**src/rtl/seq_det_pkg.sv**
```systemverilog
// Shared types and reset configuration for the programmable serial pattern detector.
// Widths here are sized for the largest legal pattern (32 bits).
package seq_det_pkg;

    localparam int PAT_W_MAX = 32;
    localparam int LEN_W_MAX = 6;

    localparam logic [PAT_W_MAX-1:0] RST_PATTERN = 32'b1011;
    localparam logic [LEN_W_MAX-1:0] RST_LEN     = 6'd4;
    localparam logic                 RST_OVERLAP = 1'b1;

    typedef struct packed {
        logic [PAT_W_MAX-1:0] pattern;
        logic [LEN_W_MAX-1:0] len;
        logic                 overlap;
    } cfg_t;

    // Ones in the low len bit positions, zeros above.
    function automatic logic [PAT_W_MAX-1:0] len_mask(input logic [LEN_W_MAX-1:0] len);
        logic [PAT_W_MAX-1:0] m;
        for (int i = 0; i < PAT_W_MAX; i++) begin
            m[i] = (i < int'(len));
        end
        return m;
    endfunction

endpackage

```
**src/rtl/sat_counter.sv**
```systemverilog
// Saturating up-counter with synchronous clear; clear together with inc yields 1.
// One-cycle update latency, no backpressure.
module sat_counter #(
    parameter int WIDTH = 16
) (
    input  logic             clk,
    input  logic             reset_n,
    input  logic             inc,
    input  logic             clr,
    output logic [WIDTH-1:0] count
);

    logic [WIDTH-1:0] r_count;

    always_ff @(posedge clk or negedge reset_n) begin
        if (!reset_n) begin
            r_count <= '0;
        end else if (clr) begin
            r_count <= inc ? WIDTH'(1) : '0;
        end else if (inc && (r_count != '1)) begin
            r_count <= r_count + WIDTH'(1);
        end
    end

    assign count = r_count;

endmodule

```
**src/rtl/seq_detector_prog.sv**
```systemverilog
// Programmable serial pattern detector: masked compare of shift history against a loaded pattern.
// detect_out one clock after the final pattern bit; no backpressure, bits are taken whenever seq_valid.
module seq_detector_prog
    import seq_det_pkg::*;
#(
    parameter int MAX_LEN = 8,
    parameter int CNT_W   = 16,
    parameter int LEN_W   = $clog2(MAX_LEN + 1)
) (
    input  logic               clk,
    input  logic               reset_n,
    input  logic               seq_valid,
    input  logic               seq_in,
    input  logic               cfg_load,
    input  logic [MAX_LEN-1:0] cfg_pattern,
    input  logic [LEN_W-1:0]   cfg_len,
    input  logic               cfg_overlap,
    input  logic               count_clr,
    output logic               detect_out,
    output logic [CNT_W-1:0]   match_count,
    output logic               cfg_err
);

    cfg_t               r_cfg;
    logic [MAX_LEN-1:0] r_hist;
    logic [LEN_W-1:0]   r_fill;
    logic               r_detect;
    logic               r_cfg_err;

    logic                 w_cfg_ok;
    logic [MAX_LEN:0]     w_win;
    logic [PAT_W_MAX-1:0] w_win_ext;
    logic [PAT_W_MAX-1:0] w_mask;
    logic                 w_fill_ok;
    logic                 w_match;

    assign w_cfg_ok  = (cfg_len != '0) && (cfg_len <= LEN_W'(MAX_LEN));
    assign w_win     = {r_hist, seq_in};
    assign w_win_ext = PAT_W_MAX'(w_win);
    assign w_mask    = len_mask(r_cfg.len);
    assign w_fill_ok = (LEN_W_MAX'(r_fill) + LEN_W_MAX'(1)) >= r_cfg.len;

    // A load cycle never samples data, so it can never produce a match.
    assign w_match = seq_valid && !cfg_load && w_fill_ok &&
                     (((w_win_ext ^ r_cfg.pattern) & w_mask) == '0);

    always_ff @(posedge clk or negedge reset_n) begin
        if (!reset_n) begin
            r_cfg     <= '{pattern: RST_PATTERN, len: RST_LEN, overlap: RST_OVERLAP};
            r_hist    <= '0;
            r_fill    <= '0;
            r_detect  <= 1'b0;
            r_cfg_err <= 1'b0;
        end else begin
            r_detect  <= w_match;
            r_cfg_err <= cfg_load && !w_cfg_ok;
            if (cfg_load) begin
                if (w_cfg_ok) begin
                    r_cfg  <= '{pattern: PAT_W_MAX'(cfg_pattern),
                               len:     LEN_W_MAX'(cfg_len),
                               overlap: cfg_overlap};
                    r_hist <= '0;
                    r_fill <= '0;
                end
            end else if (seq_valid) begin
                r_hist <= w_win[MAX_LEN-1:0];
                // Non-overlapping mode keeps the bits but demands len fresh ones before the next hit.
                if (w_match && !r_cfg.overlap) begin
                    r_fill <= '0;
                end else if (r_fill != LEN_W'(MAX_LEN)) begin
                    r_fill <= r_fill + LEN_W'(1);
                end
            end
        end
    end

    sat_counter #(
        .WIDTH (CNT_W)
    ) u_match_cnt (
        .clk     (clk),
        .reset_n (reset_n),
        .inc     (w_match),
        .clr     (count_clr),
        .count   (match_count)
    );

    assign detect_out = r_detect;
    assign cfg_err    = r_cfg_err;

endmodule

```
**config.mk**
```make
export PLATFORM = sky130hd
export DESIGN_NAME = seq_detector_prog
export DESIGN_NICKNAME = d
export VERILOG_FILES = /design/src/rtl/seq_det_pkg.sv /design/src/rtl/sat_counter.sv /design/src/rtl/seq_detector_prog.sv
export SDC_FILE = /design/constraint.sdc
export NUM_CORES = 1
export LEC_CHECK = 0
export CAP_MARGIN = 20
export CORE_MARGIN = 8
export CORE_UTILIZATION = 40
export CTS_CLUSTER_SIZE = 25
export DETAILED_ROUTE_END_ITERATION = 10
export GPL_ROUTABILITY_DRIVEN = 0
export PLACE_DENSITY = 0.65
export RECOVER_POWER = 100
export SYNTH_ARGS = -nofsm -noshare
export SYNTH_HDL_FRONTEND = slang
export SYNTH_SLANG_ARGS = --single-unit
```
**constraint.sdc**
```tcl
create_clock -name clk -period 2.9 [get_ports clk]
set_clock_uncertainty 0.2 [all_clocks]
set_input_delay 0.58 -clock clk [delete_from_list [all_inputs] [get_ports clk]]
set_output_delay 0.58 -clock clk [all_outputs]
set_load 0.05 [all_outputs]
```
* After elaboration in Yosys (flattened, before gate mapping)
Cells that the tools add are included.
** Storage, ports and cells
- Register bits :: 43
- Input bits :: 19
- Output and inout bits :: 18
- Logic and storage cells :: 79
** Cells by class
- Add/subtract/negate cells :: 3
- Magnitude comparators :: 34
- Equal/unequal tests :: 3
- Multiplexer cells :: 11
- Bitwise gates (word level) :: 2
- Reductions and logical operators :: 18
** Operator list (count)
- $lt 5x4->1 const A :: 16
- $and 9x32->32 :: 1
- $logic_not 32->1 :: 1
- $lt 4x4->1 const A :: 8
- $mux 16 :: 2
- $mux 8 :: 3
- $mux 4 :: 5
- $add 16x1->16 const B :: 1
- $lt 3x4->1 const A :: 4
- $ne 16x16->1 const B :: 1
- $xor 9x8->9 :: 1
- $lt 1x4->1 const A :: 2
- $lt 2x4->1 const A :: 2
- $logic_and 1x1->1 :: 7
- $add 4x1->5 const B :: 1
- $ge 5x4->1 :: 1
- $add 4x1->4 const B :: 1
- $le 4x4->1 const B :: 1
- $ne 4x4->1 const B :: 1
- $reduce_and 2->1 :: 2
- $reduce_bool 2->1 :: 2
- $reduce_bool 4->1 :: 1
- $logic_not 1->1 :: 3
- $reduce_and 3->1 :: 1
- other kinds (3) :: 3

* Logic depth before layout (Yosys ltp)
- Word-level depth :: 8
- Depth in mapped cells :: 9
- Gate-level depth less buffers :: 8

* Hierarchy
From an unflattened synthesis, not the netlist that was laid out.
** Unflattened totals
- Cell total of the unflattened synthesis :: 242
- Area, all modules :: 2419.8 um^2
** Modules (own cells, without submodules)
- seq_detector_prog :: times used 1, cells an instance 140, area each 1460.2 um^2
- sat_counter :: times used 1, cells an instance 102, area each 959.7 um^2

* Least setup slack after synthesis
Ideal clock, no wire load.
- Kind :: reg-to-reg
- Start point :: register r_fill[0]
- End point :: register u_match_cnt.r_count[8], in the netlist u_match_cnt.count[8]
- Library setup time :: 0.128 ns
- Arrival :: 2.195 ns
- Required time :: 2.572 ns
- Setup slack :: 0.377 ns
- Cell stages (with the launch flop) :: 10
- Period minus slack after synthesis :: 2.523 ns
- Cells stage by stage :: dfrtp_1 > ha_1 > xor2_1 > ha_1 > o21ai_0 > o21ai_0 > nand2_1 > buf_2 > nor3_1 > mux2_1
** On the way
- Cells in the longest elaborated chain, start to end :: 6
** Ends and longest elaborated chain
- from (decl) :: line seq_detector_prog.sv:26 : logic [LEN_W-1:0] r_fill;
- from (signal assigned) :: line seq_detector_prog.sv:71 : r_fill <= r_fill + LEN_W'(1);
- $add 4x1->5 :: line seq_detector_prog.sv:41 : assign w_fill_ok = (LEN_W_MAX'(r_fill) + LEN_W_MAX'(1)) >= r_cfg.len;
- $ge 5x4->1 :: line seq_detector_prog.sv:41
- $logic_and 1x1->1 (2 in series) :: line seq_detector_prog.sv:44 : assign w_match = seq_valid && !cfg_load && w_fill_ok &&
- $logic_and 1x1->1 :: line sat_counter.sv:20 : end else if (inc && (r_count != '1)) begin
- $reduce_bool 2->1 (no source line)
- to (signal assigned) :: line sat_counter.sv:19 : r_count <= inc ? WIDTH'(1) : '0;
- to (signal assigned) :: line sat_counter.sv:21 : r_count <= r_count + WIDTH'(1);
- to (decl) :: line sat_counter.sv:13 : logic [WIDTH-1:0] r_count;
No other way between the ends.
A chain may end at the register's enable or synchronous reset.

* Final worst setup path
- Start point :: register r_fill[0]
- End point :: register u_match_cnt.r_count[10], in the netlist u_match_cnt.count[10]
The elaborated chain is that of the path after synthesis.

==> results.toml <==
[status]
status = "finished, final reports clean"

[final_layout]
nets = 314
antenna_cells = 0
drive_gt1_frac = 0.138
multi_input_comb_area_um2 = 1210
n_fill_cell = 563
regArea_um2 = 1080
area_growth_pct = 22.0
final_area_um2 = 2920
final_util = 0.499

[routing]
wl_um = 5150
via_per_inst = 5.42
drt_pass1_iterations = 4
wl_per_cell_um = 14.1
initialDrtViolationCount = 92
drcViolationCount = 0
vias = 1974
ant_nets = 0

[grt]
grt_max_degree = 44
grt.busiest_layer = "met2"
grt_pass1_wl_um = 8960
overflow = 0
antenna_found_initial = 0
met2_usage = 0.216
grt_use_met1 = 0.143
grt_pass1_vias = 1995
use_met3 = 0.0345
grtUsageTotal = 0.125

[logic_synthesis]
yosysSeqAreaShare = 0.452
synth_edf_count = 0
synth_top_area_share = 0.397
netlist_area_um2 = 2390
synth_area_leaders = "dfrtp_1 40%, mux2_2 5.6%, dfstp_2 5.5%"
synth-seq-cells = 43
synth_largest_area_cell = "dfrtp_1"
syn_inst = 249
dominantRegCellSynth = "dfrtp_1"
postSynthAreaPerCell_um2 = 9.61
synth_nets = 275
synth_async_sr_flop_share = 1.00
synth_cell_types = 45
yosysWarningCount = 0

[critical_path]
start_kind = "register"
crit_type = "register to register"
reg2reg_depth = 9
worstPathMaxFanout = 12
worst_ep_arrival_time_ns = 2.70
critPathRequiredTime_ns = 2.93
cp-end-kind = "register"

[clock_network]
clockBufferDepth = 2
numClockSinks = 43
holdBufCountCts = 0
cts-root-buf = "clkbuf_8"
cts_made_buffers = 5
clk_latency_ns = 0.29
htree_num_levels = 2
cts_tree = "done"
clk_pin_slew_ns = 0.08

[floorplan]
die_area_um2 = 8720
rows = 28
die_y_um = 93.4
fp.dieW_um = 93.4
num_io_pins = 37
core_um2 = 5850
initial_core_util = 0.409

[timing]
rsz0062_at_grt = "false"
fmax_mhz = 373
timing_max_transition_violations_final = 0
setup_slack_ns = 0.221
setup-tns-final_ns = 0
period_share = 0.924
fin_crit_ns = 2.68
setup_violations = 0
maxSlewHeadroom = 0.362
tightest_slew_ns = 0.956
finalHoldViolCount = 0

[pwr]
ir_drop_mv = 0.316
total_leakage_power_nw = 1.28
power.density_nw_per_um2 = 588
power_mw = 1.72

[min_path]
min_path_type = "input pin to asynchronous set/reset pin"

[place]
post-place-ws_ns = 0.0714
placed_area_um2 = 2830
dp_hpwl_um = 3760
port_buffers = 36

[run]
maxCapViolCount = 0
where the power goes:
part | total (mW) | internal [mW] | switching, mW | leakage, nW
clock network | 0.381 | 0.169 | 0.212 | 0.0412
registers | 0.747 | 0.673 | 0.0744 | 0.561
logic | 0.587 | 0.272 | 0.315 | 0.682
total | 1.72 | 1.11 | 0.602 | 1.28
what timing repair did:
item,4_1_cts,5_1_grt
resized for setup,0,1
endpoints found under the setup margin,0,5
buffers inserted,0,3
endpoints found under the hold margin,0,0
kinds of logic (layout without fill, tap and decap cells):
kind of cell | after synthesis | in the layout | share of synthesized area
flops | 43 | 43 | 0.452
compound gates | 49 | 49 | 0.123
simple gates | 103 | 103 | 0.235
mux | 15 | 15 | 0.0706
xor+xnor | 11 | 11 | 0.0403
fa+ha+maj | 7 | 7 | 0.0366
buf+inv | 21 | 61 | 0.0423
cells in the final DEF, fill, tap and decap left out, types with 8 or more instances in the layout:
master / synthesis / routed
a21oi_1: 20 / 20
clkdlybuf4s50_1: 0 / 16
dfrtp_1: 38 / 38
dlygate4sd3_1: 0 / 19
mux2_2: 12 / 12
nand2_1: 23 / 22
nand3_1: 18 / 18
nor2_1: 10 / 10
nor3_1: 9 / 9
o21ai_0: 12 / 12
or3_1: 8 / 8
xnor2_1: 9 / 9
layer usage:
metal | wire (um) | up-vias | share of wire
met5 | 0 | - | 0
met4 | 57 | 0 | 0.011
met3 | 303 | 5 | 0.059
met2 | 2470 | 43 | 0.48
met1 | 2320 | 957 | 0.45
li1 | - | 969 | -
path summary, 6_finish.rpt:
path                           start                     to  slack, ns
setup reg to reg           r_fill[0]  u_match_cnt.count[10]       0.22
hold / removal               reset_n   u_match_cnt.count[4]       0.23
min in group clk           r_hist[3]              r_hist[4]       0.32
setup / recovery           r_fill[0]  u_match_cnt.count[10]       0.22
hold reg to reg            r_hist[3]              r_hist[4]       0.32
max in group asynchronous    reset_n              r_cfg[13]       1.68
per-stage QoR:
step                hold WS (ns)  cells
detailed placement         0.295    353
global route               0.299    364
floorplan                 0.0844    249
global placement           0.292    353
finish                     0.231    364
CTS                        0.266    361
layout make-up:
class | instances | area share
flip-flops and latches | 43 | 0.371
repair buffers | 46 | 0.145
multi-input cells | 185 | 0.414
clock inverters | 2 | 0.00429
inverters | 7 | 0.00900
clock buffers | 6 | 0.0249
well taps | 75 | 0.0321
synth_stat cells (all sizes together) (6+ instances only):
cell type / number
a21oi: 20
and3: 7
buf: 8
clkbuf: 6
dfrtp: 38
ha: 7
inv: 7
mux2: 15
nand2: 23
nand3: 19
nor2: 10
nor2b: 6
nor3: 9
o21ai: 13
or3: 8
xnor2: 9
registers in the layout (all words and copies together) (netlist names):
name	flops
r_cfg	13
u_match_cnt.count	16
cfg_err	1
r_hist	8
detect_out	1
r_fill	4
worst max-delay path, cell delays in order, from the launching register on:
cell     delay [ns]
dfrtp_1        0.45
ha_1           0.30
xor2_1         0.18
ha_1           0.29
o21ai_0        0.06
o21ai_0        0.17
buf_4          0.18
nand2_2        0.14
or4_1          0.49
a21oi_1        0.15
No activity file was read; power rests on OpenSTA's default activity.
